===== config.mk =====
export PLATFORM = sky130hd
export DESIGN_NAME = pipeline_ctrl_flat
export DESIGN_NICKNAME = d
export VERILOG_FILES = /design/src/rtl/pipeline_ctrl_if.sv /design/src/rtl/pipeline_ctrl.sv /design/src/flat_wrapper.sv
export SDC_FILE = /design/constraint.sdc
export NUM_CORES = 1
export LEC_CHECK = 0
export CAP_MARGIN = 5
export CORE_AREA = 3 3 47 49
export CTS_BUF_LIST = sky130_fd_sc_hd__clkbuf_2 sky130_fd_sc_hd__clkbuf_4 sky130_fd_sc_hd__clkbuf_8
export DETAILED_ROUTE_END_ITERATION = 10
export DIE_AREA = 0 0 50 52
export GPL_TIMING_DRIVEN = 0
export MAX_ROUTING_LAYER = met4
export PLACE_DENSITY_LB_ADDON = 0.3
export SYNTH_ARGS = -nofsm -noshare
export SYNTH_HDL_FRONTEND = slang
export SYNTH_SLANG_ARGS = --single-unit

===== constraint.sdc =====
create_clock -name i_clk -period 6.4 [get_ports i_clk]
set_clock_uncertainty 0.2 [all_clocks]
set_input_delay 1.28 -clock i_clk [delete_from_list [all_inputs] [get_ports i_clk]]
set_output_delay 1.28 -clock i_clk [all_outputs]
set_load 0.01 [all_outputs]

===== src/rtl/pipeline_ctrl_if.sv =====
// Pipeline control bus: ID/EX hazard info, multiply/divide and memory status in; stage enables out.
// Latency: pure wiring, no storage.
// Backpressure: none of its own; the controller answers a stall with write enables held at 0.
interface pipeline_ctrl_if;
    logic [4:0] i_id_rs1;
    logic [4:0] i_id_rs2;
    logic       i_id_use_rs1;
    logic       i_id_use_rs2;
    logic [4:0] i_ex_rd;
    logic       i_ex_memread;
    logic       i_ex_redirect;
    logic       i_ex_is_auipc;
    logic       i_md_start;
    logic       i_md_done;
    logic       i_mem_busy;
    logic       o_pc_we;
    logic       o_if_id_we;
    logic       o_id_ex_we;
    logic       o_ex_mem_we;
    logic       o_if_id_flush;
    logic       o_id_ex_flush;
    logic       o_md_timeout;

    // Core side: drives pipeline status, receives the enables.
    modport master (
        output i_id_rs1, i_id_rs2, i_id_use_rs1, i_id_use_rs2, i_ex_rd, i_ex_memread,
               i_ex_redirect, i_ex_is_auipc, i_md_start, i_md_done, i_mem_busy,
        input  o_pc_we, o_if_id_we, o_id_ex_we, o_ex_mem_we, o_if_id_flush,
               o_id_ex_flush, o_md_timeout
    );

    // Controller side.
    modport slave (
        input  i_id_rs1, i_id_rs2, i_id_use_rs1, i_id_use_rs2, i_ex_rd, i_ex_memread,
               i_ex_redirect, i_ex_is_auipc, i_md_start, i_md_done, i_mem_busy,
        output o_pc_we, o_if_id_we, o_id_ex_we, o_ex_mem_we, o_if_id_flush,
               o_id_ex_flush, o_md_timeout
    );
endinterface


===== src/rtl/pipeline_ctrl.sv =====
// 5-stage pipeline hazard/stall controller: load-use stall, redirect flush, MD wait with watchdog, memory wait.
// Latency: enables and flushes are combinational from state and inputs; state advances on i_clk.
// Backpressure: i_mem_busy freezes every stage (highest priority); an MD op freezes until done or timeout.
// Optional: define PIPELINE_CTRL_PERF_EN to add saturating stall/flush performance counters.
module pipeline_ctrl #(
    parameter int MD_TIMEOUT   = 64,  // 2..255
    parameter int FLUSH_CYCLES = 2    // 1..3
) (
    input  logic             i_clk,
    input  logic             i_resetn,
    pipeline_ctrl_if.slave   bus
`ifdef PIPELINE_CTRL_PERF_EN
    ,
    output logic [31:0]      o_stall_cnt,
    output logic [31:0]      o_flush_cnt
`endif
);

    typedef enum logic [1:0] {
        ST_RUN      = 2'd0,
        ST_MD_WAIT  = 2'd1,
        ST_MEM_WAIT = 2'd2
    } state_e;

    localparam logic [7:0] WD_LAST    = 8'(MD_TIMEOUT - 1);
    localparam logic [1:0] FLUSH_LOAD = 2'(FLUSH_CYCLES - 1);

    state_e     state_q, state_d;
    state_e     ret_q, ret_d;        // state to resume after a memory wait
    logic [1:0] flush_q, flush_d;    // extra IF/ID flush cycles still owed
    logic [7:0] wd_q, wd_d;          // MD_WAIT watchdog

    logic pc_we_c, if_id_we_c, id_ex_we_c, ex_mem_we_c;
    logic if_id_flush_c, id_ex_flush_c, md_timeout_c, redirect_acc_c;

    logic load_use;
    logic redirect;

    assign load_use = bus.i_ex_memread && (bus.i_ex_rd != 5'd0) &&
                      ((bus.i_id_use_rs1 && (bus.i_id_rs1 == bus.i_ex_rd)) ||
                       (bus.i_id_use_rs2 && (bus.i_id_rs2 == bus.i_ex_rd)));
    assign redirect = bus.i_ex_redirect && !bus.i_ex_is_auipc;

    // State, remembered state, flush counter and watchdog registers.
    always_ff @(posedge i_clk or negedge i_resetn) begin
        if (!i_resetn) begin
            state_q <= ST_RUN;
            ret_q   <= ST_RUN;
            flush_q <= 2'd0;
            wd_q    <= 8'd0;
        end else begin
            state_q <= state_d;
            ret_q   <= ret_d;
            flush_q <= flush_d;
            wd_q    <= wd_d;
        end
    end

    // Next-state and raw (pre-reset-gating) outputs.
    always_comb begin
        state_d        = state_q;
        ret_d          = ret_q;
        wd_d           = wd_q;
        // A pending flush keeps draining no matter what state we are in.
        flush_d        = (flush_q != 2'd0) ? flush_q - 2'd1 : 2'd0;
        if_id_flush_c  = (flush_q != 2'd0);
        id_ex_flush_c  = 1'b0;
        pc_we_c        = 1'b0;
        if_id_we_c     = 1'b0;
        id_ex_we_c     = 1'b0;
        ex_mem_we_c    = 1'b0;
        md_timeout_c   = 1'b0;
        redirect_acc_c = 1'b0;

        case (state_q)
            ST_RUN: begin
                if (bus.i_mem_busy) begin
                    state_d = ST_MEM_WAIT;
                    ret_d   = ST_RUN;
                end else if (redirect) begin
                    // Redirect wins over a load-use hazard: the ID instruction is squashed anyway.
                    pc_we_c        = 1'b1;
                    if_id_we_c     = 1'b1;
                    id_ex_we_c     = 1'b1;
                    ex_mem_we_c    = 1'b1;
                    if_id_flush_c  = 1'b1;
                    id_ex_flush_c  = 1'b1;
                    flush_d        = FLUSH_LOAD;
                    redirect_acc_c = 1'b1;
                end else if (bus.i_md_start) begin
                    // Freeze already in the start cycle so the MD instruction stays in EX.
                    state_d = ST_MD_WAIT;
                    wd_d    = 8'd0;
                end else if (load_use) begin
                    id_ex_we_c    = 1'b1;
                    ex_mem_we_c   = 1'b1;
                    id_ex_flush_c = 1'b1;
                end else begin
                    pc_we_c     = 1'b1;
                    if_id_we_c  = 1'b1;
                    id_ex_we_c  = 1'b1;
                    ex_mem_we_c = 1'b1;
                end
            end
            ST_MD_WAIT: begin
                if (bus.i_mem_busy) begin
                    // Watchdog holds its value while memory stalls us.
                    state_d = ST_MEM_WAIT;
                    ret_d   = ST_MD_WAIT;
                end else if (bus.i_md_done) begin
                    state_d     = ST_RUN;
                    pc_we_c     = 1'b1;
                    if_id_we_c  = 1'b1;
                    id_ex_we_c  = 1'b1;
                    ex_mem_we_c = 1'b1;
                end else if (wd_q >= WD_LAST) begin
                    state_d      = ST_RUN;
                    md_timeout_c = 1'b1;
                end else begin
                    wd_d = wd_q + 8'd1;
                end
            end
            ST_MEM_WAIT: begin
                if (!bus.i_mem_busy) begin
                    state_d = ret_q;
                end
            end
            default: begin
                state_d = ST_RUN;
            end
        endcase
    end

    // Every output is forced low while reset is held.
    assign bus.o_pc_we       = i_resetn && pc_we_c;
    assign bus.o_if_id_we    = i_resetn && if_id_we_c;
    assign bus.o_id_ex_we    = i_resetn && id_ex_we_c;
    assign bus.o_ex_mem_we   = i_resetn && ex_mem_we_c;
    assign bus.o_if_id_flush = i_resetn && if_id_flush_c;
    assign bus.o_id_ex_flush = i_resetn && id_ex_flush_c;
    assign bus.o_md_timeout  = i_resetn && md_timeout_c;

`ifdef PIPELINE_CTRL_PERF_EN
    logic [31:0] stall_cnt_q, flush_cnt_q;

    // Saturating counts of PC-stalled cycles and accepted redirects.
    always_ff @(posedge i_clk or negedge i_resetn) begin
        if (!i_resetn) begin
            stall_cnt_q <= 32'd0;
            flush_cnt_q <= 32'd0;
        end else begin
            if (!pc_we_c && (stall_cnt_q != 32'hFFFF_FFFF)) begin
                stall_cnt_q <= stall_cnt_q + 32'd1;
            end
            if (redirect_acc_c && (flush_cnt_q != 32'hFFFF_FFFF)) begin
                flush_cnt_q <= flush_cnt_q + 32'd1;
            end
        end
    end

    assign o_stall_cnt = stall_cnt_q;
    assign o_flush_cnt = flush_cnt_q;
`endif

endmodule

===== src/flat_wrapper.sv =====
// flat-port wrapper written by rule: the top's interface ports become plain ports
module pipeline_ctrl_flat 
#(
    parameter int MD_TIMEOUT   = 64,           
    parameter int FLUSH_CYCLES = 2           
)
  (i_clk, i_resetn, bus_i_id_rs1, bus_i_id_rs2, bus_i_id_use_rs1, bus_i_id_use_rs2, bus_i_ex_rd, bus_i_ex_memread, bus_i_ex_redirect, bus_i_ex_is_auipc, bus_i_md_start, bus_i_md_done, bus_i_mem_busy, bus_o_pc_we, bus_o_if_id_we, bus_o_id_ex_we, bus_o_ex_mem_we, bus_o_if_id_flush, bus_o_id_ex_flush, bus_o_md_timeout);
  pipeline_ctrl_if bus_i ();
  input  logic i_clk;
  input  logic i_resetn;
  input wire logic [$bits(bus_i.i_id_rs1)-1:0] bus_i_id_rs1;
  input wire logic [$bits(bus_i.i_id_rs2)-1:0] bus_i_id_rs2;
  input wire logic [$bits(bus_i.i_id_use_rs1)-1:0] bus_i_id_use_rs1;
  input wire logic [$bits(bus_i.i_id_use_rs2)-1:0] bus_i_id_use_rs2;
  input wire logic [$bits(bus_i.i_ex_rd)-1:0] bus_i_ex_rd;
  input wire logic [$bits(bus_i.i_ex_memread)-1:0] bus_i_ex_memread;
  input wire logic [$bits(bus_i.i_ex_redirect)-1:0] bus_i_ex_redirect;
  input wire logic [$bits(bus_i.i_ex_is_auipc)-1:0] bus_i_ex_is_auipc;
  input wire logic [$bits(bus_i.i_md_start)-1:0] bus_i_md_start;
  input wire logic [$bits(bus_i.i_md_done)-1:0] bus_i_md_done;
  input wire logic [$bits(bus_i.i_mem_busy)-1:0] bus_i_mem_busy;
  output wire logic [$bits(bus_i.o_pc_we)-1:0] bus_o_pc_we;
  output wire logic [$bits(bus_i.o_if_id_we)-1:0] bus_o_if_id_we;
  output wire logic [$bits(bus_i.o_id_ex_we)-1:0] bus_o_id_ex_we;
  output wire logic [$bits(bus_i.o_ex_mem_we)-1:0] bus_o_ex_mem_we;
  output wire logic [$bits(bus_i.o_if_id_flush)-1:0] bus_o_if_id_flush;
  output wire logic [$bits(bus_i.o_id_ex_flush)-1:0] bus_o_id_ex_flush;
  output wire logic [$bits(bus_i.o_md_timeout)-1:0] bus_o_md_timeout;
  assign bus_i.i_id_rs1 = bus_i_id_rs1;
  assign bus_i.i_id_rs2 = bus_i_id_rs2;
  assign bus_i.i_id_use_rs1 = bus_i_id_use_rs1;
  assign bus_i.i_id_use_rs2 = bus_i_id_use_rs2;
  assign bus_i.i_ex_rd = bus_i_ex_rd;
  assign bus_i.i_ex_memread = bus_i_ex_memread;
  assign bus_i.i_ex_redirect = bus_i_ex_redirect;
  assign bus_i.i_ex_is_auipc = bus_i_ex_is_auipc;
  assign bus_i.i_md_start = bus_i_md_start;
  assign bus_i.i_md_done = bus_i_md_done;
  assign bus_i.i_mem_busy = bus_i_mem_busy;
  assign bus_o_pc_we = bus_i.o_pc_we;
  assign bus_o_if_id_we = bus_i.o_if_id_we;
  assign bus_o_id_ex_we = bus_i.o_id_ex_we;
  assign bus_o_ex_mem_we = bus_i.o_ex_mem_we;
  assign bus_o_if_id_flush = bus_i.o_if_id_flush;
  assign bus_o_id_ex_flush = bus_i.o_id_ex_flush;
  assign bus_o_md_timeout = bus_i.o_md_timeout;
  pipeline_ctrl #(.MD_TIMEOUT(MD_TIMEOUT), .FLUSH_CYCLES(FLUSH_CYCLES)) u_core (.i_clk(i_clk), .i_resetn(i_resetn), .bus(bus_i));
endmodule

# After elaboration in Yosys (flattened, before gate mapping)
# Index checks and enable logic that the tools add are counted.
# Widths: inputs -> output; s select.
# totals
register_bits	14
in_bits	25
output_inout_bits	7
elab_cells	87
# classes
addsub	2
n_lt_le_gt_ge	1
eq_ne	16
muxes	45
n_reduce_logical	19
# ops
cell	count
$mux 8	6
$mux 2	13
$mux 1	21
$ne 2x2->1 const B	9
$pmux 8 s2	1
$eq 5x5->1	2
$logic_and 1x1->1	10
$add 8x1->8 const B	1
$ge 8x6->1 const B	1
$reduce_and 7->1	1
$ne 3x3->1 const B	2
$pmux 2 s3	1
$reduce_bool 5->1	1
$ne 4x3->1 const B	1
$pmux 1 s2	2
$pmux 2 s2	1
$reduce_and 4->1	1
$reduce_bool 2->1	2
$reduce_and 3->1	1
$eq 2x1->1 const B	1
$eq 2x2->1 const B	1
$logic_not 2->1	1
$sub 2x1->2 const B	1
$logic_not 1->1	1
$logic_or 1x1->1	1

# Depth between registers and ports, before layout
# logic_depth
word_depth	10
mapped_depth	6
ltp_nobuf	5

# Least setup slack after synthesis
# OpenSTA, ideal clock, no wires.
# synth_path
kind	input to output
from	input port bus_i_ex_rd[1]
to	output port bus_o_pc_we
arrival_time_ns	2.841
required_time_ns	4.920
setup_slack_ns	2.079
cell_stages	5
n_path_buf	1
path_cell_list	or4_1 o21a_1 and3_4 a2111oi_2 buf_4
# synth_between
elab_chain_len	10
elab_cells_between_ends	14
classes_between	eq/ne: 2; mux: 5; reduce/logical: 7
# synth_rtl
item	line	text
start, declared	flat_wrapper.sv:15	input wire logic [$bits(bus_i.i_ex_rd)-1:0] bus_i_ex_rd;
$eq 5x5->1, on equally long branches	pipeline_ctrl.sv:40, pipeline_ctrl.sv:41	
$logic_and 1x1->1, on equally long branches	pipeline_ctrl.sv:40, pipeline_ctrl.sv:41	
$logic_or 1x1->1	pipeline_ctrl.sv:40	((bus.i_id_use_rs1 && (bus.i_id_rs1 == bus.i_ex_rd)) ||
$logic_and 1x1->1 (*)	pipeline_ctrl.sv:39	assign load_use = bus.i_ex_memread && (bus.i_ex_rd != 5'd0) &&
$mux 1 (*) (4 in a row)	--	
$pmux 1 s2 (*)	--	
$logic_and 1x1->1 (*)	--	
end, declared	flat_wrapper.sv:22	output wire logic [$bits(bus_i.o_pc_we)-1:0] bus_o_pc_we;
# Mark *: on every way between the ends. The rest lies on a longest branch, timed or not.

# Final worst setup path
# layout_path
from	input port bus_i_ex_rd[1]
to	output port bus_o_pc_we
# layout_between
elab_chain_len	10
elab_cells_between_ends	14
classes_between	eq/ne: 2; mux: 5; reduce/logical: 7
# layout_rtl
item	line	text
$eq 5x5->1, on equally long branches	pipeline_ctrl.sv:40, pipeline_ctrl.sv:41	
$logic_and 1x1->1, on equally long branches	pipeline_ctrl.sv:40, pipeline_ctrl.sv:41	
$logic_or 1x1->1	pipeline_ctrl.sv:40	
$logic_and 1x1->1 (*)	pipeline_ctrl.sv:39	
$mux 1 (*)	pipeline_ctrl.sv:94	end else if (load_use) begin
$mux 1 (*)	pipeline_ctrl.sv:90	end else if (bus.i_md_start) begin
$mux 1 (*)	pipeline_ctrl.sv:80	end else if (redirect) begin
$mux 1 (*)	pipeline_ctrl.sv:77	if (bus.i_mem_busy) begin
$pmux 1 s2 (*)	pipeline_ctrl.sv:75	case (state_q)
$logic_and 1x1->1 (*)	pipeline_ctrl.sv:135	assign bus.o_pc_we = i_resetn && pc_we_c;
# Marks and branches as above.

==> summary.txt <==
Antenna violations before repair - 0
Critical path required time - 4.92 ns
Total gr overflow - 0
Global placer's final weighted congestion - 0.761
Flop-to-flop setup slack - 4.38 ns
DRT Wirelength - 2230 µm
CTS Buf Count - 3
Final core utilization - 66.5%
Seq pwr share - 45.8%
Cell variety after synth - 37
Sw Pwr - 0.0000596 W
Share of cells above drive strength 1 - 9.02%
Final Setup Violations - 0
Num ports - 32
Largest net degree at the start of global routing - 17
First-pass GRT wire length - 3770 µm
Adder-cell share of the synthesized area - 1.40%
Die Y - 52 µm
IO Port Bufs - 31
# hold bufs at CTS - 0
Setup slack at placement - 1.05 ns
Core area - 1900 µm²
Worst VDD drop - 0.157 mV
CP Cell Sequence - clkdlybuf4s50_1 -> or4_1 -> o21a_1 -> and3_4 -> a2111oi_2 -> buf_4 -> clkdlybuf4s50_1
WL/cell - 14.0 µm
Clock sink count - 13
Clock tree buffer depth - 2
Slew @ Worst Pin - 0.735 ns
DIE AREA - 2600 µm²
HPWL after DPL - 1710 µm
Post-Synth XOR/XNOR Area - 9.83%
H-tree depth - 1
Fmax - 188 MHz
Crit path DAT - 3.84 ns
# nets final - 160
Cells after Synth - 98
CP most frequent cell - clkdlybuf4s50_1
Layout area overhead - 42.0%
Hold Fails Final Rpt - 0
Total power - 0.000209 W
Slew headroom - 50.8%
Pre-antenna DRT Iters - 5
Resized Gates After CTS - 0
DRC - 0
Tmin final - 5.32 ns
Number of global-route vias before repair - 859
Clock transition at the registers of the reported paths - 0.07 ns
Largest cells by area after synthesis - dfrtp_1 (37%), xnor2_1 (9.8%), nand2_1 (3.8%), nand2b_1 (3.5%), a21oi_1 (3.4%)
Vias - 857
Rows - 16
RSZ-0062 raised after global routing - false
Clk Latency, worst-skew pair - 0.29 ns
Initial Util - 46.8%
Sequential fraction of the synthesis area - 36.5%
Mapped Nets - 124
Die Width - 50 µm
R2R Path Start - u_core.state_q[1]
Synth Area in Compound Gates - 18.7%
Area leader, netlist - dfrtp_1
Crit path max-delay cell type - or4_1
All-Layer GR Usage - 19.8%
Simple logic cell fraction of the synthesized area - 25.0%
PwrDens - 165 nW/µm²
Critical Path Fanout Max - 3
Kind of critical path - input port to primary output
Hold path startpoint - u_core.flush_q[0]
Switching share of power - 28.6%
Share of the synthesized area in the top cell type - 36.5%
Tightest Hold Check Type - flip-flop to flip-flop
Cell internal pwr - 0.000149 W
Post-synthesis mux area share - 3.37%
Gate power share - 27.5%
TNS Setup - 0 ns
Leak pwr - 0.504 nW
Critical path's largest stage delay - 0.57 ns
CTS tree - built
Largest family of logic cells by synthesized area - simple AND/OR/NAND/NOR gates
Final worst slack - 1.08 ns
Postcts setup bufs - 0
CTS root buf - clkbuf_4
Antenna Cells - 0
Register bit total from synthesis - 13
Total of max-cap violations - 0
Synth warn - 0
Drt initial violations - 12
Crit share post-route - 83.1%
DR vias/cell - 5.36
CP Launch Type - input port
Status - complete, no violations
Syn_area_per_cell - 9.09 µm²
Crit. Startpoint - bus_i_ex_rd[1]
Slew Viols, Final - 0
Clk pwr share - 26.7%
Post-Syn Area - 891 µm²
Routed Antenna Nets - 0
Element type at the critical path end - primary output
-- power groups by stage --
stage,Sequential [W],Clock (W),Combinational [W]
2_1_floorplan,0.0000955,0,0.0000292
6_report,0.0000957,0.0000557,0.0000574
4_1_cts,0.0000953,0.0000573,0.0000577
3_5_place_dp,0.0000970,0,0.0000571
5_1_grt,0.0000969,0.0000620,0.0000630
3_3_place_gp,0.0000964,0,0.0000542
-- per-layer routing --
metal	routed length, µm	share of wire (%)	track usage (%)
met5	0	0	-
met4	64	2.9	11.1
met3	200	9.0	5.73
met2	1000	45	32.2
met1	965	43	21.7
-- flip-flops by register name, summed over array words and instances (netlist names) --
register / count
u_core.wd_q: 8
u_core.ret_q: 1
u_core.state_q: 2
u_core.flush_q: 2
-- synthesized netlist by cell type --
master / instances
a2111oi_0: 1
a2111oi_2: 2
a211oi_1: 1
a21boi_0: 1
a21o_1: 1
a21oi_1: 6
a31o_1: 1
a31oi_1: 1
and2_1: 2
and3_1: 3
and3_4: 1
buf_2: 1
buf_4: 2
clkbuf_1: 1
dfrtp_1: 13
ha_1: 1
inv_1: 6
mux2i_1: 3
nand2_1: 9
nand2b_1: 5
nand3_1: 3
nand4_1: 2
nor2_1: 2
nor2b_1: 2
nor3_1: 3
nor3_2: 1
nor4b_2: 1
o211ai_1: 1
o21a_1: 1
o21ai_0: 2
o21ai_1: 1
o22ai_1: 1
o31a_1: 1
o31ai_1: 2
or3_1: 2
or4_1: 2
xnor2_1: 10
-- kinds of logic (layout without fill, tap and decap cells) --
family,count (synthesis),count (layout)
muxes,3,3
xor gates and xnor gates,10,10
buffers and inverters,10,45
AOI/OAI and AO/OA,23,23
and+or+nand+nor,38,38
adders and majority gates,1,1
DFF,13,13
-- layout by cell type, fill, tap and decap left out, types with 2 or more instances in the layout --
master / n
or3_1: 2
nor3_1: 3
buf_4: 2
nand4_1: 2
inv_1: 6
o31ai_1: 2
clkbuf_4: 4
mux2i_1: 3
nor2_1: 2
and3_1: 3
clkdlybuf4s50_1: 31
nand2_1: 9
a21oi_1: 6
xnor2_1: 10
or4_1: 2
nand2b_1: 5
dfrtp_1: 13
nand3_1: 3
o21ai_0: 2
and2_1: 2
nor2b_1: 2
a2111oi_2: 2
-- metrics by stage --
step,std cells,instance area [µm²],hold WS [ns]
finish,160,1260,0.283
global route,160,1260,0.325
CTS,160,1260,0.290
detailed placement,156,1230,0.278
global placement,156,1230,0.260
floorplan,98,891,0.240
-- final cells by class --
class	count	area (µm²)
tap	27	33.8
clock buffer	4	30.0
buffer	4	23.8
sequential	13	325
multi-input combinational	75	519
timing repair buffer	31	310
fill	149	637
inverter	6	22.5
-- worst paths after layout --
kind	cells after the start	to
min in group asynchronous	1	u_core.wd_q[2]
max in group asynchronous	1	u_core.wd_q[4]
min reg2reg	1	u_core.flush_q[0]
max	7	bus_o_pc_we
min	1	u_core.flush_q[0]
max reg2reg	5	u_core.wd_q[5]
-- critical path, delay by kind of cell --
kind | cells | cell delay (ns)
compound gates | 2 | 0.65
buf+inv | 3 | 1.17
simple gates | 2 | 0.75
Power figures use the tool's default switching activity.
